File: config.mk
export PLATFORM = sky130hd
export DESIGN_NAME = serial_adder_ctrl
export DESIGN_NICKNAME = d
export VERILOG_FILES = /design/src/rtl/serial_adder_ctrl.sv
export SDC_FILE = /design/constraint.sdc
export NUM_CORES = 1
export LEC_CHECK = 0
export BUFFER_PORTS_ARGS = -buffer_cell sky130_fd_sc_hd__buf_2
export CAP_MARGIN = 20
export CORE_MARGIN = 2
export CORE_UTILIZATION = 50
export CTS_CLUSTER_SIZE = 10
export DETAILED_ROUTE_END_ITERATION = 12
export PLACE_DENSITY = 0.71
export SLEW_MARGIN = 10
export SYNTH_ARGS = -nofsm -noshare
export SYNTH_HDL_FRONTEND = slang
export SYNTH_SLANG_ARGS = --single-unit
export TNS_END_PERCENT = 1
File: constraint.sdc
create_clock -name clk -period 1.5 [get_ports clk]
set_input_delay 0.3 -clock clk [delete_from_list [all_inputs] [get_ports clk]]
set_output_delay 0.3 -clock clk [all_outputs]
set_load 0.1 [all_outputs]
File: src/rtl/serial_adder_ctrl.sv
// Bit-serial add/subtract controller.
// Operands are latched on accept and stepped LSB-first through one 1-bit
// full adder, one bit per clock. A carry flop links consecutive bit steps.
// result/cout/ovf are loaded only on the MSB step, together with a one-cycle
// done pulse, so they never show partial values.
//
// state  | meaning
// -------+-----------------------------------------------------------
// S_IDLE | waiting for start; operands are latched on the accepting edge
// S_RUN  | one bit per edge, LSB first; the MSB step ends the operation
// S_DONE | result valid, done pulse high; always returns to S_IDLE

module serial_adder_fa (
  input  logic ai,
  input  logic bi,
  input  logic cini,
  output logic si,
  output logic couti
);

  // behavioural 1-bit full adder
  always_comb begin
    si    = ai ^ bi ^ cini;
    couti = (ai & bi) | (ai & cini) | (bi & cini);
  end

endmodule

module serial_adder_ctrl #(
  parameter int WIDTH = 8
) (
  input  logic             clk,
  input  logic             rst,
  input  logic             start,
  input  logic             op,
  input  logic [WIDTH-1:0] a,
  input  logic [WIDTH-1:0] b,
  output logic             busy,
  output logic             done,
  output logic [WIDTH-1:0] result,
  output logic             cout,
  output logic             ovf
);

  localparam int CW = (WIDTH > 1) ? $clog2(WIDTH) : 1;
  localparam logic [CW-1:0] LAST = CW'(WIDTH - 1);

  typedef enum logic [1:0] {
    S_IDLE = 2'd0,
    S_RUN  = 2'd1,
    S_DONE = 2'd2
  } state_t;

  state_t           state;
  state_t           state_nxt;
  logic [WIDTH-1:0] sa;
  logic [WIDTH-1:0] sb;
  logic [WIDTH-1:0] sr;
  logic             carry;
  logic [CW-1:0]    count;
  logic             si;
  logic             couti;
  logic             accept;
  logic             last_step;

  assign accept    = (state == S_IDLE) && start;
  assign last_step = (state == S_RUN) && (count == LAST);

  serial_adder_fa u_fa (
    .ai    (sa[0]),
    .bi    (sb[0]),
    .cini  (carry),
    .si    (si),
    .couti (couti)
  );

  // state register
  always_ff @(posedge clk or posedge rst) begin
    if (rst) state <= S_IDLE;
    else     state <= state_nxt;
  end

  // next-state logic; start outside IDLE is dropped, not queued
  always_comb begin
    state_nxt = state;
    case (state)
      S_IDLE:  if (start) state_nxt = S_RUN;
      S_RUN:   if (count == LAST) state_nxt = S_DONE;
      S_DONE:  state_nxt = S_IDLE;
      default: state_nxt = S_IDLE;
    endcase
  end

  // status outputs decoded from state only, so no input-to-output path
  always_comb begin
    busy = 1'b0;
    done = 1'b0;
    case (state)
      S_RUN:  busy = 1'b1;
      S_DONE: begin
        busy = 1'b1;
        done = 1'b1;
      end
      default: ;
    endcase
  end

  // shift datapath; subtract is a + ~b + 1, with the +1 entering as the initial carry
  always_ff @(posedge clk or posedge rst) begin
    if (rst) begin
      sa     <= '0;
      sb     <= '0;
      sr     <= '0;
      carry  <= 1'b0;
      count  <= '0;
      result <= '0;
      cout   <= 1'b0;
      ovf    <= 1'b0;
    end else begin
      if (accept) begin
        sa    <= a;
        sb    <= op ? ~b : b;
        carry <= op;
        count <= '0;
        sr    <= '0;
      end else if (state == S_RUN) begin
        sa    <= sa >> 1;
        sb    <= sb >> 1;
        sr    <= {si, sr[WIDTH-1:1]};
        carry <= couti;
        count <= count + 1'b1;
      end
      if (last_step) begin
        result <= {si, sr[WIDTH-1:1]};
        cout   <= couti;
        ovf    <= carry ^ couti;
      end
    end
  end

endmodule

==> results.sh, run 1 <==
export IMPL_worstPathRequired_ns=1.20
export IMPL_outcome="finished clean"
export IMPL_drv_cap=0
export IMPL_layout_common_cells="39 x dfrtp_1, 29 x buf_2, 24 x mux2i_1, 19 x nand2_1, 17 x o21ai_1"
export IMPL_synth_edff_count=0
export IMPL_portBuffers=31
export IMPL_ys_ff_latch=39
export IMPL_crit_path_end_kind="primary output"
export IMPL_die_y_um=65.2
export IMPL_timing_slew_headroom_pct=67.9
export IMPL_grt_usage_pct=17.0
export IMPL_synth_area_sq_um=1870
export IMPL_cts_buffer_depth=2
export IMPL_fin_crit_ns=1.48
export IMPL_first_pass_iters=4
export IMPL_cp_max_fo=4
export IMPL_cts_num_sinks=39
export IMPL_cts_root_buf="clkbuf_8"
export IMPL_synth_cells=158
export IMPL_drt_met1_wl_um=1460
export IMPL_crit_type="reg -> out"
export IMPL_die_w_um=65.2
export IMPL_p_per_area_nw_per_um2=2270
export IMPL_clk_latency_ns=0.29
export IMPL_final_common_cell="dfrtp_1"
export IMPL_antenna_cells=0
export IMPL_syn_nets=185
export IMPL_crit_path_start="state[1]"
export IMPL_grt_antenna_before_repair=0
export IMPL_htreeDepth=2
export IMPL_area_delta_synth_final_pct=23.7
export IMPL_p_leak_uw=0.00119
export IMPL_cts_buffers=5
export IMPL_syn_avg_cell_area_sq_um=11.8
export IMPL_num_io_pins=32
export IMPL_finClkSkew_ns=0.00773
export IMPL_tns_ns=0
export IMPL_clk_pin_slew_ns=0.07
export IMPL_finalMaxSlewViolations=0
export IMPL_fmax_ghz=0.676
export IMPL_top_layer_used="met4"
export IMPL_timing_rr_end="result[7]"
export IMPL_wl_met3_um=144
export IMPL_layout_drive_gt1_share_pct=31.1
export IMPL_fill_cells=310
export IMPL_placed_area_sq_um=2120
export IMPL_ys_types=21
export IMPL_rsz0062_at_grt="true"
export IMPL_synth_async_sr_flop_share_pct=100
export IMPL_crit_path_end="busy"
export IMPL_gp_congestion=0.724
export IMPL_met2WireLength_um=1570
export IMPL_startpoint_type="flip-flop"
export IMPL_yosysWarnings=0
export IMPL_reg2reg_slack_ns=0.07
export IMPL_hold_path_class="in -> reg"
export IMPL_drc=0
export IMPL_grt_ovfl_total=0
export IMPL_worst_slack_ns=0.0198
export IMPL_grt_pass1_wl_um=5440
export IMPL_place_ws_ns=-0.0338
export IMPL_ys_seq_area_share_pct=52.2
export IMPL_cts_tree="done"
export IMPL_coreArea_sq_um=3630
export IMPL_hold_path_depth=3
export IMPL_drt_initial_drc_count=50
export IMPL_ir_drop_mv=0.983
export IMPL_pwr_share_clk_pct=19.5
export IMPL_final_core_util_pct=63.7
export IMPL_final_cell_area_sq_um=2310
export IMPL_layout_nets=222
export IMPL_routedWlPerCell_um=13.1
export IMPL_grt_max_degree=42
export IMPL_worst_slew_pin_slew_ns=0.485
export IMPL_setup_violations=0
export IMPL_p_int_uw=3100
export IMPL_switching_power_uw=2150
export IMPL_wl_um=3210
export IMPL_grt_pass1_vias=1227
export IMPL_hold_violations=0
export IMPL_vias=1218
export IMPL_final_antenna_net_count=0
export IMPL_hold_ws_ns=0.207
export IMPL_initial_core_util_pct=51.5
export IMPL_p_seq_share_pct=32.9
export IMPL_swShare_pct=41.0
export IMPL_dp_hpwl_um=2240
export IMPL_r2r_start="count[0]"
export IMPL_viasPerCell=4.99
export IMPL_finalCritPeriodShare_pct=98.7
export IMPL_power_frac_comb_pct=47.6
export IMPL_num_rows=22
export IMPL_ys_flop_type="dfrtp_1"
export IMPL_dieArea_sq_um=4250
export IMPL_arrival_ns=1.18
export IMPL_reg2reg_depth=5
[worst max-delay path: stages, from the launching register on]
cell,delay (ns)
dfrtp_1,0.37
inv_2,0.08
ha_4,0.28
buf_12,0.16
[per-layer routing]
layer | vias up | GRT usage [%]
li1 | 594 | -
met1 | 584 | 21.1
met2 | 36 | 28.1
met3 | 4 | 4.11
met5 | - | 0
met4 | 0 | 7.81
[registers in the layout, indices dropped and copies added (netlist names)]
name,flops
result,8
sa,8
sb,8
sr,7
count,3
state,2
carry,1
cout,1
ovf,1
[repair_timing]
item,in CTS,in global routing
hold endpoints to repair,2,0
resized for setup,7,2
pin swaps,0,1
setup endpoints to repair,12,10
hold buffers,1,0
setup buffers,1,2
[how the worst min path moves through the flow]
stage	slack, ns	startpoint	end
after floorplan	0.41	a[7]	sa[7]
after global placement	0.19	rst	state[0]
after detailed placement	0.20	rst	state[0]
after CTS	0.20	a[7]	sa[7]
after global routing	0.22	a[0]	sa[0]
final	0.21	a[7]	sa[7]
[cell type report]
class                      instances  area, sq um  share of cell area (%)
multi-input combinational        105          831                    35.9
inverter                           4         15.0                   0.649
timing repair buffer              40          300                    13.0
tap                               48         60.1                    2.59
clock inverter                     2         60.1                    2.59
sequential                        39          976                    42.2
clock buffer                       6         72.6                    3.14
[synth_stat cells (all sizes together), types with 2 or more instances]
master  count  share of area (%)
o21ai      18                4.8
buf        10                3.8
dfrtp      39                 52
ha          6                4.0
nor2       10                2.0
nand3b      2               0.80
inv         4               0.80
nand2      20                4.0
mux2       10                7.6
xnor2       3                1.4
xor2        7                3.3
mux2i      24                 13
[through the flow]
step | instances | total power [uW]
2_1_floorplan | 158 | 3670
3_3_place_gp | 232 | 4040
3_5_place_dp | 232 | 4160
4_1_cts | 242 | 5290
5_1_grt | 244 | 5580
6_report | 244 | 5250
[cell families after synthesis]
group / count (synthesis) / synth area share, %
DFF: 39 / 52.2
xor gates and xnor gates: 10 / 4.68
buffers and inverters: 14 / 4.62
adders and majority gates: 7 / 5.08
muxes: 34 / 20.5
and+or+nand+nor: 34 / 7.49
AOI/OAI and AO/OA: 20 / 5.48
[power by group through the flow]
stage / sequential (uW) / combinational, uW / clock (uW)
floorplan: 2240 / 1430 / 0
global placement: 1720 / 2310 / 0
detailed placement: 1750 / 2410 / 0
CTS: 1730 / 2510 / 1050
global route: 1780 / 2690 / 1100
finish: 1730 / 2500 / 1020
(Power assumes the default switching activity.)
==> inputs of run 2 (changes only) <==
--- a/config.mk
+++ b/config.mk
@@ -5,6 +5,7 @@
 export SDC_FILE = /design/constraint.sdc
 export NUM_CORES = 1
 export LEC_CHECK = 0
+export ABC_AREA = 1
 export BUFFER_PORTS_ARGS = -buffer_cell sky130_fd_sc_hd__buf_2
 export CAP_MARGIN = 20
 export CORE_MARGIN = 2
==> run 2 against run 1 <==
  * Clock skew is essentially flat
  * Global-route usage grew 1.5 points
  * Flip-flop and latch count is the same
  * Clock power shrank 33%
  * Via count grew 24%
  * First-iteration DRC count grew to 2.6 times the previous value
  * Hold slack lost 0.11 ns
  * Utilization shrank 3.2 points
  * Synthesized area grew 2.9%
  * Register-to-register slack gained 0.05 ns
  * Critical path type unchanged
  * Highest routed layer unchanged
==> results.sh, run 2 <==
export IMPL_final_core_util_pct=60.5
export IMPL_ir_drop_mv=1.01
export IMPL_hold_ws_ns=0.101
export IMPL_yosysWarnings=0
export IMPL_netlist_area_leader_share_pct=50.7
export IMPL_cts_tree="done"
export IMPL_syn_nets=254
export IMPL_syn_avg_cell_area_sq_um=8.48
export IMPL_multi_input_area_sq_um=761
export IMPL_finalCritPeriodShare_pct=98.7
export IMPL_num_rows=22
export IMPL_finClkSkew_ns=0.00787
export IMPL_ys_top_cells_by_area="dfrtp_1 51%, nand2_1 15%, nand3_1 9.4%, o21ai_0 4.9%, inv_1 4.5%"
export IMPL_wl_um=3340
export IMPL_grt_antenna_before_repair=0
export IMPL_crit_path_end_kind="primary output"
export IMPL_finalMaxSlewViolations=0
export IMPL_worstPathCellList="inv_2 > ha_4 > buf_12"
export IMPL_worst_slew_pin_slew_ns=0.479
export IMPL_timing_slew_headroom_pct=68.0
export IMPL_ys_types=19
export IMPL_hold_violations=0
export IMPL_rsz0062_at_grt="true"
export IMPL_fin_crit_ns=1.48
export IMPL_tns_ns=0
export IMPL_viasPerCell=4.84
export IMPL_dieArea_sq_um=4360
export IMPL_fill_cells=345
export IMPL_postCtsHoldBufs=0
export IMPL_portBuffers=31
export IMPL_clk_latency_ns=0.29
export IMPL_yosysTopAreaCell="dfrtp_1"
export IMPL_reg_largest_list="result x8, sa x8, sb x8"
export IMPL_cp_slowest_stage_delay_ns=0.39
export IMPL_grt_ovfl_total=0
export IMPL_die_y_um=66.1
export IMPL_cts_buffers=5
export IMPL_synthSimpleGateAreaFrac_pct=26.2
export IMPL_first_pass_iters=4
export IMPL_grt_pass1_wl_um=6070
export IMPL_dp_hpwl_um=2390
export IMPL_die_w_um=66.1
export IMPL_area_delta_synth_final_pct=15.9
export IMPL_initial_core_util_pct=52.2
export IMPL_drc=0
export IMPL_final_common_cell="nand2_1"
export IMPL_place_ws_ns=0.0953
export IMPL_layout_drive_gt1_share_pct=22.0
export IMPL_drv_cap=0
export IMPL_synth_cells=227
export IMPL_cts_buffer_depth=2
export IMPL_synthAdderAreaFrac_pct=4.94
export IMPL_synth_async_sr_flop_share_pct=100
export IMPL_synth_common_cells="75 x nand2_1, 39 x dfrtp_1, 36 x nand3_1"
export IMPL_clk_pin_slew_ns=0.08
export IMPL_cp_max_fo=3
export IMPL_routedWlPerCell_um=10.7
export IMPL_p_per_area_nw_per_um2=2090
export IMPL_vias=1509
export IMPL_regArea_sq_um=976
export IMPL_grt_pass1_vias=1410
export IMPL_layout_nets=290
export IMPL_synth_xor_area_share_pct=1.36
export IMPL_synth_edff_count=0
export IMPL_antenna_cells=0
export IMPL_outcome="finished clean"
export IMPL_hold_path_class="in -> async"
export IMPL_cp_top_family="flip-flops"
export IMPL_ys_ff_latch=39
export IMPL_p_leak_uw=0.00120
export IMPL_grt_max_degree=40
export IMPL_worst_path_buf_inv=2
export IMPL_synth_top_family_by_area="simple AND/OR/NAND/NOR gates"
export IMPL_cts_root_buf="clkbuf_8"
export IMPL_arrival_ns=1.18
export IMPL_fmax_ghz=0.675
export IMPL_grt_usage_pct=18.5
export IMPL_coreArea_sq_um=3690
export IMPL_startpoint_type="flip-flop"
export IMPL_ys_flop_type="dfrtp_1"
export IMPL_cp_slowest_cell="dfrtp_1"
export IMPL_synthMuxAreaShare_pct=0
export IMPL_gp_congestion=0.785
export IMPL_drt_initial_drc_count=129
export IMPL_ys_seq_area_share_pct=50.7
export IMPL_synth_compound_area_share_pct=6.24
export IMPL_num_io_pins=32
export IMPL_crit_type="reg -> out"
export IMPL_worstPathRequired_ns=1.20
export IMPL_final_antenna_net_count=0
export IMPL_layout_common_cells="75 x nand2_1, 39 x dfrtp_1, 36 x nand3_1, 29 x buf_2, 21 x inv_1"
export IMPL_setup_violations=0
export IMPL_total_power_uw=4670
export IMPL_cts_num_sinks=39
export IMPL_worst_slack_ns=0.0188
export IMPL_synth_area_sq_um=1930
export IMPL_yosysMostFrequentCell="nand2_1"
export IMPL_htreeDepth=2
-- run 2: cell count changes in the layout (fill, tap and decap cells not counted), sizes merged, moves of 5 or more --
cell,previous run,this run
nor2,10,5
mux2,10,0
nand3,0,36
xor2,7,2
inv,4,26
mux2i,24,0
nand2,20,78
-- run 2: kinds of logic (layout without fill, tap and decap cells) --
family,after synthesis,in the layout
simple gates,119,119
flops,39,39
buf+inv,37,74
compound gates,22,22
xor+xnor,3,3
fa+ha+maj,7,7
-- run 2: path summary, 6_finish.rpt --
check | start | end | slack (ns) | depth (start not counted)
max | state[0] | busy | 0.02 | 3
min in group clk | a[7] | sa[7] | 0.20 | 3
min | rst | sa[2] | 0.10 | 3
min reg2reg | ovf | ovf | 0.47 | 2
max reg2reg | state[1] | sa[6] | 0.12 | 7
max in group asynchronous | rst | ovf | 1.05 | 3
-- run 2: per-stage QoR --
| step | std cells | area, sq um |
|---|---|---|
| after global placement | 302 | 2120 |
| after CTS | 310 | 2220 |
| after floorplan | 227 | 1930 |
| after detailed placement | 302 | 2120 |
| after global routing | 312 | 2230 |
| final | 312 | 2230 |
-- run 2: routing by layer --
metal  up-vias  GRT usage [%]  part of all wire (%)
met5         -              0                     0
li1        784              -                     -
met4         0           7.40                  0.63
met2        39           29.3                    47
met1       684           23.5                    48
met3         2           5.96                   5.0
-- run 2: power breakdown --
group,switching [uW],internal [uW],total (uW)
Sequential,219,1450,1670
Clock,360,325,685
Combinational,1590,725,2320
-- run 2: tightest hold or removal path, stage by stage --
cell and delay [ns]:
buf_2 0.09, inv_1 0.04, buf_4 0.40
-- run 2: layout make-up --
class                   instances  share of cell area (%)
inverters                      26                    4.37
clock buffers                   6                    3.25
flip-flops and latches         39                    43.7
multi-input cells             151                    34.1
repair buffers                 40                    11.3
well taps                      48                    2.69
clock inverters                 2                   0.561
-- run 2: what timing repair did --
item,CTS,global route
resized for setup,4,0
setup buffers,0,2
endpoints found under the setup margin,1,2
pin swaps,0,0
